`config.mk`:
```
export PLATFORM = sky130hd
export DESIGN_NAME = fastclk_sel_ctrl
export DESIGN_NICKNAME = d
export VERILOG_FILES = /design/src/rtl/fastclk_sel_ctrl.sv
export SDC_FILE = /design/constraint.sdc
export NUM_CORES = 1
export LEC_CHECK = 0
export ABC_AREA = 1
export BUFFER_PORTS_ARGS = -buffer_cell sky130_fd_sc_hd__buf_2
export CAP_MARGIN = 40
export CORE_UTILIZATION = 45
export CTS_CLUSTER_SIZE = 10
export DETAILED_ROUTE_END_ITERATION = 8
export GPL_ROUTABILITY_DRIVEN = 0
export PLACE_DENSITY = 0.64
export SLEW_MARGIN = 10
export SYNTH_ARGS = -nofsm -noshare
export SYNTH_HDL_FRONTEND = slang
export SYNTH_SLANG_ARGS = --single-unit
```
`constraint.sdc`:
```
create_clock -name clk -period 4.2 [get_ports clk]
set_clock_uncertainty 0.2 [all_clocks]
set_input_delay 0.84 -clock clk [delete_from_list [all_inputs] [get_ports clk]]
set_output_delay 0.84 -clock clk [all_outputs]
set_load 0.01 [all_outputs]
```
`src/rtl/fastclk_sel_ctrl.sv`:
```
// Fast-clock mux controller: divides clk into fast_clk_div, qualifies fast_clk_ext by
// per-window edge counts, and moves fast_clk_sel only on a falling edge of fast_clk_div.
module fastclk_sel_ctrl #(
  parameter int WINDOW       = 1000,
  parameter int MIN_EDGES    = 120,
  parameter int MAX_EDGES    = 143,
  parameter int GOOD_WINDOWS = 4,
  parameter int DIV          = 10
) (
  input  logic        clk,
  input  logic        rst,
  input  logic        fast_clk_ext,
  input  logic        force_div,
  output logic        fast_clk_div,
  output logic        fast_clk_sel,
  output logic        ext_ok,
  output logic [15:0] last_count,
  output logic        sel_changed
);
  localparam int WIN_W = (WINDOW > 1) ? $clog2(WINDOW) : 1;
  localparam int DIV_W = $clog2(DIV);
  localparam int GC_W  = $clog2(GOOD_WINDOWS + 1);

  typedef enum logic [1:0] {ST_DIV, ST_QUAL, ST_EXT} state_t;

  logic [2:0]       sync_reg;
  logic             edge_det;
  logic [WIN_W-1:0] win_cnt_reg;
  logic             win_close;
  logic [15:0]      edge_cnt_reg;
  logic [15:0]      edge_sum;
  logic [15:0]      last_count_reg;
  logic             window_good;
  state_t           state_reg, state_next;
  logic [GC_W-1:0]  good_cnt_reg, good_cnt_next;
  logic [DIV_W-1:0] div_cnt_reg;
  logic             div_high, div_fall;
  logic             fast_clk_div_reg, fast_clk_sel_reg, sel_changed_reg;
  logic             sel_target, sel_pending;

  // sync_reg[1] is the second synchronizer stage, sync_reg[2] the edge-detect history.
  assign edge_det    = sync_reg[1] & ~sync_reg[2];
  assign edge_sum    = (edge_cnt_reg == 16'hFFFF) ? 16'hFFFF : edge_cnt_reg + {15'd0, edge_det};
  assign win_close   = (win_cnt_reg == WIN_W'(WINDOW - 1));
  assign window_good = (edge_sum >= 16'(MIN_EDGES)) && (edge_sum <= 16'(MAX_EDGES));

  always_ff @(posedge clk) begin
    if (rst) begin
      sync_reg       <= '0;
      win_cnt_reg    <= '0;
      edge_cnt_reg   <= '0;
      last_count_reg <= '0;
    end else begin
      sync_reg <= {sync_reg[1:0], fast_clk_ext};
      if (win_close) begin
        win_cnt_reg    <= '0;
        edge_cnt_reg   <= '0;
        last_count_reg <= edge_sum;
      end else begin
        win_cnt_reg  <= win_cnt_reg + 1'b1;
        edge_cnt_reg <= edge_sum;
      end
    end
  end

  always_ff @(posedge clk) begin
    if (rst) begin
      state_reg    <= ST_DIV;
      good_cnt_reg <= '0;
    end else begin
      state_reg    <= state_next;
      good_cnt_reg <= good_cnt_next;
    end
  end

  always_comb begin
    state_next    = state_reg;
    good_cnt_next = good_cnt_reg;
    if (force_div) begin
      state_next    = ST_DIV;
      good_cnt_next = '0;
    end else if (win_close) begin
      case (state_reg)
        ST_DIV: begin
          if (window_good) begin
            if (GOOD_WINDOWS <= 1) begin
              state_next    = ST_EXT;
              good_cnt_next = '0;
            end else begin
              state_next    = ST_QUAL;
              good_cnt_next = GC_W'(1);
            end
          end
        end
        ST_QUAL: begin
          if (!window_good) begin
            state_next    = ST_DIV;
            good_cnt_next = '0;
          end else if (good_cnt_reg >= GC_W'(GOOD_WINDOWS - 1)) begin
            state_next    = ST_EXT;
            good_cnt_next = '0;
          end else begin
            good_cnt_next = good_cnt_reg + 1'b1;
          end
        end
        ST_EXT: begin
          if (!window_good) begin
            state_next    = ST_DIV;
            good_cnt_next = '0;
          end
        end
        default: begin
          state_next    = ST_DIV;
          good_cnt_next = '0;
        end
      endcase
    end
  end

  // div_fall marks the clock edge on which fast_clk_div drops from 1 to 0.
  assign div_high    = (div_cnt_reg < DIV_W'(DIV / 2));
  assign div_fall    = fast_clk_div_reg & ~div_high;
  assign sel_target  = (state_reg == ST_EXT);
  assign sel_pending = (sel_target != fast_clk_sel_reg);

  always_ff @(posedge clk) begin
    if (rst) begin
      div_cnt_reg      <= '0;
      fast_clk_div_reg <= 1'b0;
      fast_clk_sel_reg <= 1'b0;
      sel_changed_reg  <= 1'b0;
    end else begin
      div_cnt_reg      <= (div_cnt_reg == DIV_W'(DIV - 1)) ? '0 : div_cnt_reg + 1'b1;
      fast_clk_div_reg <= div_high;
      sel_changed_reg  <= 1'b0;
      if (div_fall && sel_pending) begin
        fast_clk_sel_reg <= sel_target;
        sel_changed_reg  <= 1'b1;
      end
    end
  end

  assign fast_clk_div = fast_clk_div_reg;
  assign fast_clk_sel = fast_clk_sel_reg;
  assign sel_changed  = sel_changed_reg;
  assign last_count   = last_count_reg;
  assign ext_ok       = (state_reg == ST_EXT);

endmodule
```
==> metrics.md, run 1 <==
| Metric | Value |
|---|---|
| Routed wire length | 5900 um |
| Yosys reg bits | 57 |
| Final core occ | a little over half |
| Crit. End Element | flop |
| Fmax | 378 MHz |
| Yosys Warn Count | 0 |
| Commonest cells in the netlist | nand2_1, nor2_1, inv_1 |
| RSZ-0062 raised after global routing | false |
| Clock Sinks | 57 |
| Vias | 2540 |
| PortBufs | 23 |
| Pins over their slew limit | 0 |
| Outcome | finished, final reports clean |
| Hold path start | sync_reg[0] |
| Post-cts resize count | 0 |
| Final instance count without filler cells | around 530 |
| Syn Nets | 435 |
| Synth top area share | 40.3% |
| Max Fanout on Critical Path | 3 |
| Stages on the worst setup path | 18 |
| GRT Overall Usage | about a fifth |
| Site row count | 28 |
| Power, Total | ~0.0011 W |
| Number of synthesized flops with an enable pin | 0 |
| Clk slew on worst S/H paths | 0.07 ns |
| Slowest Stage Delay on Critical Path | 0.31 ns |
| Clock buffer count from CTS | 9 |
| Rel. slew slack | 52.3% |
| WS Path Type | reg -> reg |
| Min-Delay Path Depth | 2 |
| Layout cell share with drive strength beyond 1 | 13.6% |
| Crit-path slowest cell | dfxtp_1 |
| Final hold violations | 0 |
| Sequential cell area fraction in the yosys report | 40.3% |
| Setup total negative slack | 0 ns |
| Initial core utilization | 47.3% |
| Leading post-synthesis cells by cell area | dfxtp_1, nand2_1, nor2_1, inv_1, o21ai_0 |
| Ys flop type | dfxtp_1 |
| Fin crit share | 63.0% |
| DRC Markers | 0 |
| Library cells used by synthesis | 31 |
| Global-route wire length before repair | 10100 um |
| Final setup violating endpoints | 0 |
| CTS H-tree lvls | 3 |
| Avg Inst Size Synth | 6.70 um2 |
| Worst R2R Path Depth | 18 |
| Cell taking the most area after synthesis | dfxtp_1 |
| Crit path required time | 4.23 ns |
| Dpl cells | 516 |
| Vias in the first global route | between 2000 and 2500 |
| Post-DP HPWL | 4440 um |
| Total of max-cap violations | 0 |
| Worst R2R Start | sync_reg[1] |
| Avg WL per Cell | 11.1 um |
| First drt pass iteration count | 4 |
| CTS root buffer | clkbuf_8 |
| Synth Cell Area | 0.00283 mm2 |
| Leakage | 1.64 nW |
| Largest net degree at the start of global routing | 26 |
| Placed Area | 0.00302 mm2 |
| I/O pins | 24 |
| Cell family with most CP delay | simple AND/OR/NAND/NOR gates |
| Slew @ Worst Pin | 0.715 ns |
| Worst min-delay path category | reg -> reg |
| WP buf/inv | 4 |
| Ys async rst share | 0% |
| Cells along the critical path | inv_1, nor2_1, ha_1, nand2_2, inv_1, nand2_1, nor2_1, nand2_1, nand2_1, nand3_2, inv_1, nand3_1, nor2_2, nand4_1, inv_1, nor2_2, nor2_1, nor2_1 |
| Initial DRC count | 94 |
| Die Wd | 81.3 um |
| PwrDens | 347 mW/mm2 |
| Number of antenna violations at the first check in global routing | 0 |
| Post-route ant nets | 0 |
| CTS tree | built |
| Critical Path AT | 2.67 ns |
| Chip height | 81.3 um |
| Clk buf depth | 2 |
| Worst Setup SP | sync_reg[1] |
| Final #Nets | 464 |
| Most frequent cell after synthesis | nand2_1 |
| GRT Residual Overflow | 0 |
| Vias/cell | ~4.8 |
| Setup repair bufs after CTS | 0 |
| VDD IR-drop max | 0.338 mV |
| Core box area | ~0.006 mm2 |
| # hold bufs at CTS | 0 |
| # diodes | 0 |
| Die ar. | 0.00662 mm2 |
| Layout Area Growth over Synthesis | 14.0% |
| Min cycle time layout | 2.65 ns |
| Post-route cell area | 0.00323 mm2 |
| Startpoint types | flop |
| Clock latency on the worst-skew pair | 0.34 ns |
| Synth Instances | roughly 420 |
## worst reg2reg max path, delay by kind of cell (launching register included)
kind,cells,cell delay [ns]
fa+ha+maj,1,0.20
flops,1,0.31
buf+inv,4,0.37
simple gates,13,1.43
## per-stage QoR
stage	hold WS, ns	setup WS, ns
floorplan	0.188	2.00
global placement	0.202	1.50
detailed placement	0.207	1.38
CTS	0.214	1.51
global route	0.238	1.17
finish	0.206	1.55
## power breakdown
part           leakage [nW]  switching, W  internal (W)
clock                 0.105      0.000218      0.000321
combinational          1.07     0.0000188     0.0000102
sequential            0.461    0.00000514      0.000548
## cell usage in the layout, fill, tap and decap left out, drive strengths merged, types with 6 or more instances in the layout
cell	Yosys	final
a21oi	9	9
nand2	116	116
inv	71	71
clkbuf	4	12
nor2	81	81
buf	1	23
nand4	6	6
ha	8	8
nand3	25	25
o21ai	29	29
dfxtp	57	57
## final cells by class
type / count / area (um2)
Clock buffer: 12 / 165
Tap cell: 75 / 93.8
Timing Repair Buffer: 23 / 115
Clock inverter: 4 / 50.0
Sequential cell: 57 / 1140
Multi-Input combinational cell: 290 / 1400
Fill cell: 629 / 2760
Inverter: 71 / 267
## logic make-up after synthesis
group,Yosys count,share of synthesized area (%)
AND/OR/NAND/NOR,238,37.4
flip-flops,57,40.3
AO/OA/AOI/OAI,41,7.55
adder cells (fa/ha/maj),8,3.53
XOR/XNOR,3,0.928
buffers and inverters,76,10.3
## final timing paths
| path | endpoint | slack, ns |
|---|---|---|
| max reg2reg | state_reg[0] | 1.55 |
| min reg2reg | sync_reg[1] | 0.21 |
| max | state_reg[0] | 1.55 |
| min | sync_reg[1] | 0.21 |
## layer usage
metal / share of wire (%) / routed length, um / global-route usage [%]
met5: 0 / 0 / 0
met3: 4.2 / 247 / 5.28
met2: 46 / 2700 / 32.8
met4: 1.4 / 85 / 8.57
met1: 49 / 2870 / 25.5
No activity file was read; power rests on OpenSTA's default activity.
==> inputs of run 2 (changes only) <==
--- a/config.mk
+++ b/config.mk
@@ -5,14 +5,14 @@
 export SDC_FILE = /design/constraint.sdc
 export NUM_CORES = 1
 export LEC_CHECK = 0
-export ABC_AREA = 1
+export ABC_AREA = 0
 export BUFFER_PORTS_ARGS = -buffer_cell sky130_fd_sc_hd__buf_2
 export CAP_MARGIN = 40
 export CORE_UTILIZATION = 45
 export CTS_CLUSTER_SIZE = 10
 export DETAILED_ROUTE_END_ITERATION = 8
 export GPL_ROUTABILITY_DRIVEN = 0
-export PLACE_DENSITY = 0.64
+export PLACE_DENSITY = 0.67
 export SLEW_MARGIN = 10
 export SYNTH_ARGS = -nofsm -noshare
 export SYNTH_HDL_FRONTEND = slang
==> constraint.sdc (replaced) <==
create_clock -name clk -period 2.2 [get_ports clk]
set_clock_uncertainty 0.2 [all_clocks]
set_input_delay 0.44 -clock clk [delete_from_list [all_inputs] [get_ports clk]]
set_output_delay 0.44 -clock clk [all_outputs]
set_load 0.01 [all_outputs]
==> run 2 against run 1 <==
- the flow now finishes with violations (setup timing)
- worst hold slack got worse by 0.054 ns
- synthesized area fell by 5.9%
- critical path depth fell by 9
- critical path type unchanged
- largest power group unchanged
- highest routed layer unchanged
==> metrics.md, run 2 <==
| Metric | Value |
|---|---|
| Outcome | complete, but fails checks (was finished, final reports clean) |
| Violated checks | setup timing |
| CTS tree | built (unchanged) |
| Ys flop type | dfxtp_1 (unchanged) |
| PwrDens | 613 mW/mm2 (was 347 mW/mm2) |
| Initial core utilization | 47.5% (was 47.3%) |
| Commonest non-fill, non-tap cell in the layout | nor2_1 (was nand2_1) |
| Layout Area Growth over Synthesis | 32.2% (was 14.0%) |
| Startpoint types | flop (unchanged) |
| Setup total negative slack | -1.13 ns (was 0 ns) |
| Slew @ Worst Pin | 0.396 ns (was 0.715 ns) |
| Min cycle time layout | 2.56 ns (was 2.65 ns) |
| DRC Markers | 0 (unchanged) |
| Critical Path AT | 2.63 ns (was 2.67 ns) |
| Chip height | 79.0 um (was 81.3 um) |
| Yosys reg bits | 57 (unchanged) |
| Site row count | 27 (was 28) |
| Commonest cells in the netlist | dfxtp_1, nor2_1, nand2_1 (was nand2_1, nor2_1, inv_1) |
| Layout cell share with drive strength beyond 1 | 31.2% (was 13.6%) |
| Worst R2R Start | sync_reg[1] (unchanged) |
| Worst R2R Path Depth | 9 (was 18) |
| Total of max-cap violations | 0 (unchanged) |
| Setup ws final | -0.359 ns (was 1.55 ns) |
| First drt pass iteration count | 4 (unchanged) |
| Max Fanout on Critical Path | 3 (unchanged) |
| CTS root buffer | clkbuf_8 (unchanged) |
| Yosys Warn Count | 0 (unchanged) |
| Die Wd | 79.0 um (was 81.3 um) |
| Sequential cell area fraction in the yosys report | 42.8% (was 40.3%) |
| Worst min-delay path category | in -> reg (was reg -> reg) |
| Pins over their slew limit | 0 (unchanged) |
| RSZ-0062 raised after global routing | true (was false) |
| Clock buffer count from CTS | 9 (unchanged) |
| Most frequent cells in the layout | nor2_1, dfxtp_1, buf_4 (was nand2_1, nor2_1, inv_1) |
| Synth top area share | 42.8% (was 40.3%) |
| Avg WL per Cell | 13.4 um (was 11.1 um) |
| Cell taking the most area after synthesis | dfxtp_1 (unchanged) |
| Routed wire length | 5990 um (was 5900 um) |
| Area taken by multi-input logic gates | 0.00157 mm2 (was 0.00140 mm2) |
| Largest net degree at the start of global routing | 26 (unchanged) |
| Final hold violations | 0 (unchanged) |
| Number of antenna violations at the first check in global routing | 0 (unchanged) |
| VDD IR-drop max | 0.564 mV (was 0.338 mV) |
| Synth Instances | 308 (was 423) |
| Min-Delay Path Depth | 2 (unchanged) |
| GRT Residual Overflow | 0 (unchanged) |
| Fill count | 484 (was 629) |
| WS Path Type | reg -> reg (unchanged) |
| R2R Setup Slk | -0.36 ns (was 1.55 ns) |
| Final #Nets | 382 (was 464) |
| Syn Nets | 320 (was 435) |
| Crit. End Element | flop (unchanged) |
| Clock latency on the worst-skew pair | 0.32 ns (was 0.34 ns) |
| Worst hold slack | 0.151 ns (was 0.206 ns) |
| Synth Cell Area | 0.00267 mm2 (was 0.00283 mm2) |
| Clk slew on worst S/H paths | 0.06 ns (was 0.07 ns) |
| Core box area | 0.00561 mm2 (was 0.00599 mm2) |
| Vias in the first global route | 2255 (was 2310) |
| GRT Overall Usage | 20.7% (was 20.3%) |
| Post-DP HPWL | 4370 um (was 4440 um) |
| Fin crit share | 116% (was 63.0%) |
| Die ar. | 0.00624 mm2 (was 0.00662 mm2) |
| Worst R2R End | good_cnt_reg[1] (was state_reg[0]) |
| Fmax | 391 MHz (was 378 MHz) |
| Avg Inst Size Synth | 8.66 um2 (was 6.70 um2) |
| Clk buf depth | 2 (unchanged) |
| End of the worst hold path | sync_reg[0] (was sync_reg[1]) |
| Library cells used by synthesis | 53 (was 31) |
| Global-route wire length before repair | 9970 um (was 10100 um) |
| CTS H-tree lvls | 3 (unchanged) |
| PortBufs | 23 (unchanged) |
| Initial DRC count | 78 (was 94) |
| Vias/cell | 5.31 (was 4.77) |
| Leading post-synthesis cells by cell area | dfxtp_1, nor2_1, xnor2_1, ha_1, nand2_1 (was dfxtp_1, nand2_1, nor2_1, inv_1, o21ai_0) |
| Ys async rst share | 0% (unchanged) |
| Leakage | 1.43 nW (was 1.64 nW) |
| Storage cell area | 0.00114 mm2 (about the same) |
| Final setup violating endpoints | 5 (was 0) |
| Hold path start | fast_clk_ext (was sync_reg[0]) |
| Vias | 2373 (was 2540) |
| Rel. slew slack | 73.4% (was 52.3%) |
| Number of synthesized flops with an enable pin | 0 (unchanged) |
| Post-route ant nets | 0 (unchanged) |
| Crit path required time | 2.27 ns (was 4.23 ns) |
| # diodes | 0 (unchanged) |
| I/O pins | 24 (unchanged) |
| Clock Sinks | 57 (unchanged) |
[run 2: repair_timing]
action,4_1_cts,5_1_grt
hold buffers,0,0
buffers inserted,1,4
pin swaps,3,8
gates resized for setup,15,7
setup endpoints to repair,5,14
[run 2: area by class of cell]
type / count / area share (%)
timing repair buffer: 70 / 13.6
tap: 72 / 2.56
clock inverter: 6 / 2.34
inverter: 7 / 0.745
multi-input combinational: 225 / 44.7
clock buffer: 10 / 3.62
sequential: 57 / 32.4
[run 2: worst max-delay path, cell delays in order (launching register included)]
cell and delay (ns):
dfxtp_2 0.32, nor2b_4 0.16, ha_4 0.16, nand3_4 0.08, or4_4 0.44, a221oi_4 0.25
nand4_1 0.16, o31a_1 0.33, o31ai_2 0.22, a22o_1 0.17
[run 2: power breakdown]
part           internal, W  switching (W)  leakage (nW)
Clock             0.000631       0.000400         0.106
Sequential         0.00105      0.0000142         0.462
Combinational    0.0000305      0.0000374         0.866
[run 2: worst max-delay path by stage]
stage | start | to | slack [ns] | depth (start not counted)
2_1_floorplan | sync_reg[1] | good_cnt_reg[1] | -0.18 | 9
3_3_place_gp | sync_reg[1] | good_cnt_reg[2] | -0.34 | 9
3_5_place_dp | sync_reg[1] | good_cnt_reg[1] | -0.39 | 9
4_1_cts | sync_reg[1] | good_cnt_reg[1] | -0.33 | 9
5_1_grt | sync_reg[1] | good_cnt_reg[1] | -0.46 | 9
6_report | sync_reg[1] | good_cnt_reg[1] | -0.36 | 9
[run 2: logic make-up (layout without fill, tap and decap cells)]
family	after synthesis	count (layout)	share of synthesized area, %
flops	57	57	42.8
buf+inv	26	93	3.89
mux	3	3	1.22
fa+ha+maj	8	8	3.75
xor+xnor	20	20	6.57
simple gates	148	148	29.5
compound gates	46	46	12.2
[run 2: metrics by stage]
| stage | instances | cell area, um2 | total power (W) | worst slack (ns) | utilization, % |
|---|---|---|---|---|---|
| floorplan | 308 | 2700 | 0.00113 | -0.184 | - |
| CTS | 443 | 3440 | 0.00219 | -0.327 | 61.3 |
| finish | 447 | 3520 | 0.00216 | -0.359 | 62.9 |
| global placement | 426 | 3160 | 0.00115 | -0.340 | 56.3 |
| detailed placement | 426 | 3160 | 0.00115 | -0.393 | 56.3 |
| global route | 447 | 3520 | 0.00224 | -0.462 | 62.9 |
[run 2: routing by layer]
layer	GRT usage [%]	wire length (um)	vias up
li1	-	-	1213
met1	25.8	2880	1111
met2	34.2	2850	41
met3	4.71	179	8
met4	8.18	76	0
met5	0	0	-
